$ cat config.mk
export PLATFORM = sky130hd
export DESIGN_NAME = seq_multiplier
export DESIGN_NICKNAME = d
export VERILOG_FILES = /design/src/rtl/seq_mult_pkg.sv /design/src/rtl/seq_mult_datapath.sv /design/src/rtl/seq_multiplier.sv
export SDC_FILE = /design/constraint.sdc
export NUM_CORES = 1
export LEC_CHECK = 0
export CAP_MARGIN = 30
export CORE_MARGIN = 2
export CORE_UTILIZATION = 51
export DETAILED_ROUTE_END_ITERATION = 10
export GPL_TIMING_DRIVEN = 1
export PLACE_DENSITY_LB_ADDON = 0.12
export SYNTH_ARGS = -nofsm -noshare
export SYNTH_HDL_FRONTEND = slang
export SYNTH_HIERARCHICAL = 1
export SYNTH_SLANG_ARGS = --single-unit
$ cat constraint.sdc
create_clock -name clk -period 3.9 [get_ports clk]
set_input_delay 0.585 -clock clk [delete_from_list [all_inputs] [get_ports clk]]
set_output_delay 0.585 -clock clk [all_outputs]
set_load 0.02 [all_outputs]
$ cat src/rtl/seq_mult_pkg.sv
// Shared definitions for the sequential shift-add multiplier.
//   state_t      : controller states (IDLE / BUSY / DONE)
//   mult_latency : number of BUSY iterations for a given operand width
//   count_width  : width of the iteration counter for a given operand width
package seq_mult_pkg;

    typedef enum logic [1:0] {
        ST_IDLE = 2'd0,
        ST_BUSY = 2'd1,
        ST_DONE = 2'd2
    } state_t;

    function automatic int unsigned mult_latency(input int unsigned width);
        return width;
    endfunction

    function automatic int unsigned count_width(input int unsigned width);
        return (width < 2) ? 1 : $clog2(width);
    endfunction

endpackage

$ cat src/rtl/seq_mult_datapath.sv
// Accumulator / shift register and adder-subtractor for seq_multiplier.
// Ports:
//   clk, rst : clock, synchronous active-high reset
//   load     : capture multiplicand a and multiplier b, clear upper half
//   step     : perform one add-then-shift iteration
//   last     : current step is the final iteration (subtract in signed mode)
//   a, b     : multiplicand, multiplier (WIDTH bits)
//   sgn      : signed-mode select, captured on load (SEQ_MULT_SIGNED_EN only)
//   product  : accumulator contents (2*WIDTH bits)
// Configuration: `define SEQ_MULT_SIGNED_EN adds the sgn port and subtract path.
module seq_mult_datapath
    import seq_mult_pkg::*;
#(
    parameter int unsigned WIDTH = 4
) (
    input  logic                 clk,
    input  logic                 rst,
    input  logic                 load,
    input  logic                 step,
    input  logic                 last,
    input  logic [WIDTH-1:0]     a,
    input  logic [WIDTH-1:0]     b,
`ifdef SEQ_MULT_SIGNED_EN
    input  logic                 sgn,
`endif
    output logic [2*WIDTH-1:0]   product
);

    // Upper half holds the running partial product, lower half the
    // not-yet-consumed multiplier bits; sum[WIDTH] is the carry/sign
    // bit that lands at the top of the accumulator after the shift.
    logic [2*WIDTH-1:0] acc;
    logic [WIDTH-1:0]   mcand;
    logic [WIDTH:0]     sum;

`ifdef SEQ_MULT_SIGNED_EN
    logic               sgn_q;
    logic [WIDTH:0]     hi_x;
    logic [WIDTH:0]     a_x;

    always_comb begin
        hi_x = {sgn_q & acc[2*WIDTH-1], acc[2*WIDTH-1:WIDTH]};
        a_x  = {sgn_q & mcand[WIDTH-1], mcand};
        sum  = hi_x;
        if (acc[0]) begin
            // Multiplier MSB carries negative weight in two's complement.
            sum = (sgn_q && last) ? (hi_x - a_x) : (hi_x + a_x);
        end
    end
`else
    logic unused_last;
    assign unused_last = last;

    always_comb begin
        sum = {1'b0, acc[2*WIDTH-1:WIDTH]};
        if (acc[0]) begin
            sum = sum + {1'b0, mcand};
        end
    end
`endif

    always_ff @(posedge clk) begin
        if (rst) begin
            acc   <= '0;
            mcand <= '0;
`ifdef SEQ_MULT_SIGNED_EN
            sgn_q <= 1'b0;
`endif
        end else if (load) begin
            acc   <= {{WIDTH{1'b0}}, b};
            mcand <= a;
`ifdef SEQ_MULT_SIGNED_EN
            sgn_q <= sgn;
`endif
        end else if (step) begin
            acc <= {sum, acc[WIDTH-1:1]};
        end
    end

    always_comb product = acc;

endmodule

$ cat src/rtl/seq_multiplier.sv
// Sequential shift-add multiplier with valid/ready handshakes.
// Ports:
//   clk, rst            : clock, synchronous active-high reset
//   in_valid / in_ready : operand handshake (A, B sampled on accept)
//   A, B                : multiplicand, multiplier (WIDTH bits)
//   out_valid/out_ready : result handshake
//   Product             : 2*WIDTH-bit result, stable while out_valid=1
//   busy                : iteration in progress
//   sgn                 : signed operands (only with SEQ_MULT_SIGNED_EN)
// Configuration: `define SEQ_MULT_SIGNED_EN for optional signed operation.
module seq_multiplier
    import seq_mult_pkg::*;
#(
    parameter int unsigned WIDTH = 4
) (
    input  logic                 clk,
    input  logic                 rst,
    input  logic                 in_valid,
    output logic                 in_ready,
    input  logic [WIDTH-1:0]     A,
    input  logic [WIDTH-1:0]     B,
    output logic                 out_valid,
    input  logic                 out_ready,
    output logic [2*WIDTH-1:0]   Product,
    output logic                 busy
`ifdef SEQ_MULT_SIGNED_EN
    ,
    input  logic                 sgn
`endif
);

    localparam int unsigned     CW       = count_width(WIDTH);
    localparam logic [CW-1:0]   LAST_CNT = CW'(mult_latency(WIDTH) - 1);

    state_t          state;
    state_t          state_nx;
    logic [CW-1:0]   count;
    logic            load;
    logic            step;
    logic            last;

    always_ff @(posedge clk) begin
        if (rst) begin
            state <= ST_IDLE;
        end else begin
            state <= state_nx;
        end
    end

    always_ff @(posedge clk) begin
        if (rst) begin
            count <= '0;
        end else if (load || last) begin
            count <= '0;
        end else if (step) begin
            count <= count + CW'(1);
        end
    end

    always_comb begin
        state_nx  = state;
        in_ready  = 1'b0;
        out_valid = 1'b0;
        busy      = 1'b0;
        load      = 1'b0;
        step      = 1'b0;
        last      = 1'b0;
        case (state)
            ST_IDLE: begin
                in_ready = 1'b1;
                if (in_valid) begin
                    load     = 1'b1;
                    state_nx = ST_BUSY;
                end
            end
            ST_BUSY: begin
                busy = 1'b1;
                step = 1'b1;
                last = (count == LAST_CNT);
                if (last) begin
                    state_nx = ST_DONE;
                end
            end
            ST_DONE: begin
                out_valid = 1'b1;
                if (out_ready) begin
                    state_nx = ST_IDLE;
                end
            end
            default: begin
                state_nx = ST_IDLE;
            end
        endcase
    end

    seq_mult_datapath #(
        .WIDTH (WIDTH)
    ) u_dp (
        .clk     (clk),
        .rst     (rst),
        .load    (load),
        .step    (step),
        .last    (last),
        .a       (A),
        .b       (B),
`ifdef SEQ_MULT_SIGNED_EN
        .sgn     (sgn),
`endif
        .product (Product)
    );

endmodule

Word level (Yosys, flattened, before mapping)
Index checks and enable logic that the tools add are counted.
{ "op_classes": {"add_sub_neg": 2, "eq_ne": 6, "n_mux": 13, "reduce_logical": 6} }
{ "op_table": {"columns": ["op", "n"], "rows": [
  ["2-to-1 mux 4 bit", 2],
  ["2-to-1 mux 1 bit", 6],
  ["2-to-1 mux 2 bit", 3],
  ["!= test 2 bit, second input constant", 3],
  ["case mux 2 bit (3 select lines)", 1],
  ["adder 4 x 4 -> 5 bit", 1],
  ["2-to-1 mux 5 bit", 1],
  ["equality test 2 bit, second input constant", 2],
  ["OR reduction 2 bit", 2],
  ["AND reduction 3 bit", 1],
  ["adder 2 x 1 -> 2 bit, second input constant", 1],
  ["equality test 2 x 1 -> 1 bit, second input constant", 1],
  ["logical NOT 2 bit", 1],
  ["nonzero test 2 bit", 1],
  ["logical OR 1 bit", 1]
]} }
{ "totals": {"ff_bits": 16, "inputBits": 12, "out_inout_bits": 11} }

Depth between registers and ports, before layout
{ "logic_depth": {"ltp_word": 4, "ltp_mapped": 8, "mapped_depth_nobuf": 7} }

Hierarchy
The synthesis kept the hierarchy.
{ "modules_own_cells": {"columns": ["module", "instances", "cells_per_inst", "area_per_inst_um2"], "rows": [
  ["seq_mult_datapath", 1, 74, 684.4],
  ["seq_multiplier", 1, 24, 232.7]
]} }

Worst setup path before layout
Ideal clock, no wire load.
{ "synth_timing": {"path_kind": "register to register", "from": "register u_dp.acc[4], in the netlist u_dp/product[4]", "to": "register u_dp.acc[5], in the netlist u_dp/product[5]", "setup_ns": 0.086, "t_arrival_ns": 1.509, "required_ns": 3.814, "setup_slack_ns": 2.306, "stages_incl_launch_ff": 7, "n_path_buf": 0, "synth_period_minus_slack_ns": 1.594, "cell_sequence": "dfxtp_1 > ha_1 > inv_1 > fa_1 > xnor2_1 > mux2i_1 > a211oi_1"} }
{ "synth_via": {"elab_chain_cells": 2} }
{ "synth_lines": {"columns": ["element", "line_no", "text"], "rows": [
  ["from (decl)", "seq_mult_datapath.sv:32", "logic [2*WIDTH-1:0] acc;"],
  ["from (signal assigned)", "seq_mult_datapath.sv:70", "acc <= {{WIDTH{1'b0}}, b};"],
  ["from (signal assigned)", "seq_mult_datapath.sv:76", "acc <= {sum, acc[WIDTH-1:1]};"],
  ["adder 4 x 4 -> 5 bit", "seq_mult_datapath.sv:57", "sum = sum + {1'b0, mcand};"],
  ["2-to-1 mux 5 bit", "seq_mult_datapath.sv:56", "if (acc[0]) begin"]
]} }
No other way between the ends.
A chain may end at the register's enable or synchronous reset.

Final worst setup path
{ "layout_timing": {"from": "register state[0]", "to": "output busy"} }
{ "layout_via": {"elab_chain_cells": 2} }
{ "layout_lines": {"columns": ["element", "line_no", "text"], "rows": [
  ["from (decl)", "seq_multiplier.sv:35", "state_t state;"],
  ["from (signal assigned)", "seq_multiplier.sv:46", "state <= state_nx;"],
  ["equality test 2 x 1 -> 1 bit", "seq_multiplier.sv:68", "case (state)"],
  ["2-to-1 mux 1 bit", "seq_multiplier.sv:68", null],
  ["to (decl)", "seq_multiplier.sv:25", "output logic busy"]
]} }
No other way between the ends.

==> run summary <==
The run finished with clean final reports. The sequential group share of total power is between 50% and 60%. In this run the most critical hold path is launched from count[1]. A synthesized cell averages 9.42 µm². The die boundary height came out at ~46 µm. The hold violation total from the final report came out at 0. In the final timing run, aggregate negative setup slack is 0 ns. The total area inside the core boundary comes to approximately 1700 µm². The highest ir drop seen on vdd came out at between 0.2 and 0.25 mV.

The netlist area before placement is 913 µm². The power density relative to cell area came out at around 300 nW/µm². The number of H-tree branching levels is 1.

The number of antenna violations at the first check in global routing came out at 0. Per report_power, the combinational group accounts for 22.8% of the total. The category of the critical setup timing path is flip-flop to output port. In this run the tightest slew margin relative to its limit is 63.8%. The total instance count after detailed placement came out at between 100 and 150. The data arrival time of the worst path is between 1.5 and 2 ns. The fraction of layout instances using a drive strength above 1 came out at 8.62%. The worst-case setup margin in the final layout came out at 1.51 ns. The most critical setup path has its startpoint at state[0]. The total routed wirelength is approximately 1600 µm.

The clock transition at the register clock pins on the worst setup and hold paths after CTS came out at 0.08 ns. After global routing the overflow that remains totals 0. The chip width is approximately 46 µm. The number of global-route vias before repair came to ~660. Setup repair after global routing left no endpoint under its margin. The final count of negative-setup-slack endpoints is 0. When the netlist entered floorplanning its net count stood at approximately 120. In the layout the commonest cells are 22 x clkdlybuf4s50_1, 16 x dfxtp_1, 15 x nor2_1.

The overall power after layout is around 340 µW. The number of primary I/O pins is 23. The reported max-cap violation count is 0. The gate count after technology mapping came out at 97. In this run the deepest clock path goes through 2 buffers.

The transition at the pin with the smallest max-transition slack came out at approximately 0.54 ns. The all-layer global routing usage is 17.2%. The final layout net count is around 140. STA classifies the critical path startpoint as a flip-flop.

The biggest fanout along the worst timing path came out at 15. The internal power contribution came out at 249 µW. After detailed routing, the number of remaining DRC violations is 0. The via-per-instance ratio came out at about 5.1. The final-report max-slew violation count is 0.

The average detailed-routed wire length per instance came out at roughly 12 µm. The layout overhead on the synthesized area is 23.2%. The nature of the critical path endpoint is an output port. For the worst setup path, the data required time is 3.31 ns.

The maximum clock rate is between 400 and 500 MHz. The tree is rooted in a clkbuf_4. The startpoint identified for the worst register-to-register timing path is u_dp/product[4]. The via count came out at between 700 and 800.

The number of port buffers is 22. The clock arrives with 0.000927 ns of skew. The net switching power of the design is ~93 µW. The floorplan row count came out at 15.

The number of gates resized after CTS is 0. The min-delay analysis places its worst path in the category flip-flop to flip-flop. The proportion of power drawn by the clock network is a little under a quarter. The die covers about 2100 µm².

The number of antenna-violating nets in the routed design came out at 0. The most common library cell in the layout ignoring fill and taps is clkdlybuf4s50_1. The count of buffers added by post-CTS timing repair for setup is 0. The global-route wire length before repair is between 2000 and 3000 µm. The total of hold buffers inserted after clock tree synthesis is 0. The clock sink total came out at 16. TritonCTS built the clock tree. Summed over all cells, the static leakage comes to between 0.0004 and 0.0005 µW.

Entering global routing, the biggest net connects 16 pins. The first-pass detailed-route iteration total is 4. The detailed router's first-iteration violation count came out at 10. The period utilization came out at between 60% and 70%. Counting I/O delays and the setup requirement, the final critical path takes about 2.4 ns. The half-perimeter wire length after placement came out at 1240 µm. The clock reaches the later pin of the worst-skew pair after about 0.27 ns. Net switching is between 20% and 30% of the power. Leaving out filler cells and counting taps, the final layout contains about 140. The placer congestion estimate is just over 0.8. Buffers inserted during clock tree synthesis total 3. The initial core utilization is a little over half. The core occupancy in the finished layout is 65.9%. The count of yosys warnings during synthesis is 6. Timing analysis after detailed placement gives a worst setup slack of about 1.8 ns.

The number of inserted diodes is 0.
[path summary, 6_finish.rpt]
check / endpoint / slack [ns] / cells past startpoint
min reg2reg: count[1] / 0.50 / 2
max: busy / 1.51 / 2
max reg2reg: u_dp/product[7] / 2.30 / 7
min: count[1] / 0.50 / 2
[power by group through the flow]
stage	registers [µW]	clock network, µW	logic, µW
floorplan	187	0	54.2
global placement	187	0	76.5
detailed placement	187	0	77.8
CTS	183	87.6	78.4
global route	185	93.6	85.4
finish	183	81.8	78.1
[through the flow]
step / instance area (µm²) / hold slack, ns
global route: 1120 / 0.530
finish: 1120 / 0.500
floorplan: 913 / 0.463
global placement: 1100 / 0.480
detailed placement: 1100 / 0.493
CTS: 1120 / 0.506
[sequential cells by signal, summed over array words and instances (netlist names)]
name	count
count	2
state	2
u_dp/mcand	4
u_dp/product	8
[final cells by class]
class / instances / area (µm²)
inverter: 4 / 15.0
sequential: 16 / 320
multi-input combinational: 71 / 515
clock buffer: 3 / 22.5
timing repair buffer: 22 / 220
tap: 25 / 31.3
fill: 149 / 583
[routing by layer]
layer | track usage, % | wire [µm] | vias up
met5 | 0 | 0 | -
met4 | 8.57 | 10 | 0
met3 | 3.53 | 79 | 2
met2 | 25.6 | 729 | 18
met1 | 23.3 | 816 | 327
li1 | - | - | 377
[critical path, stage by stage, from the launching register on]
cell and delay, ns:
dfxtp_1 0.48, and2b_2 0.38, clkdlybuf4s50_1 0.66
Power figures use the tool's default switching activity.
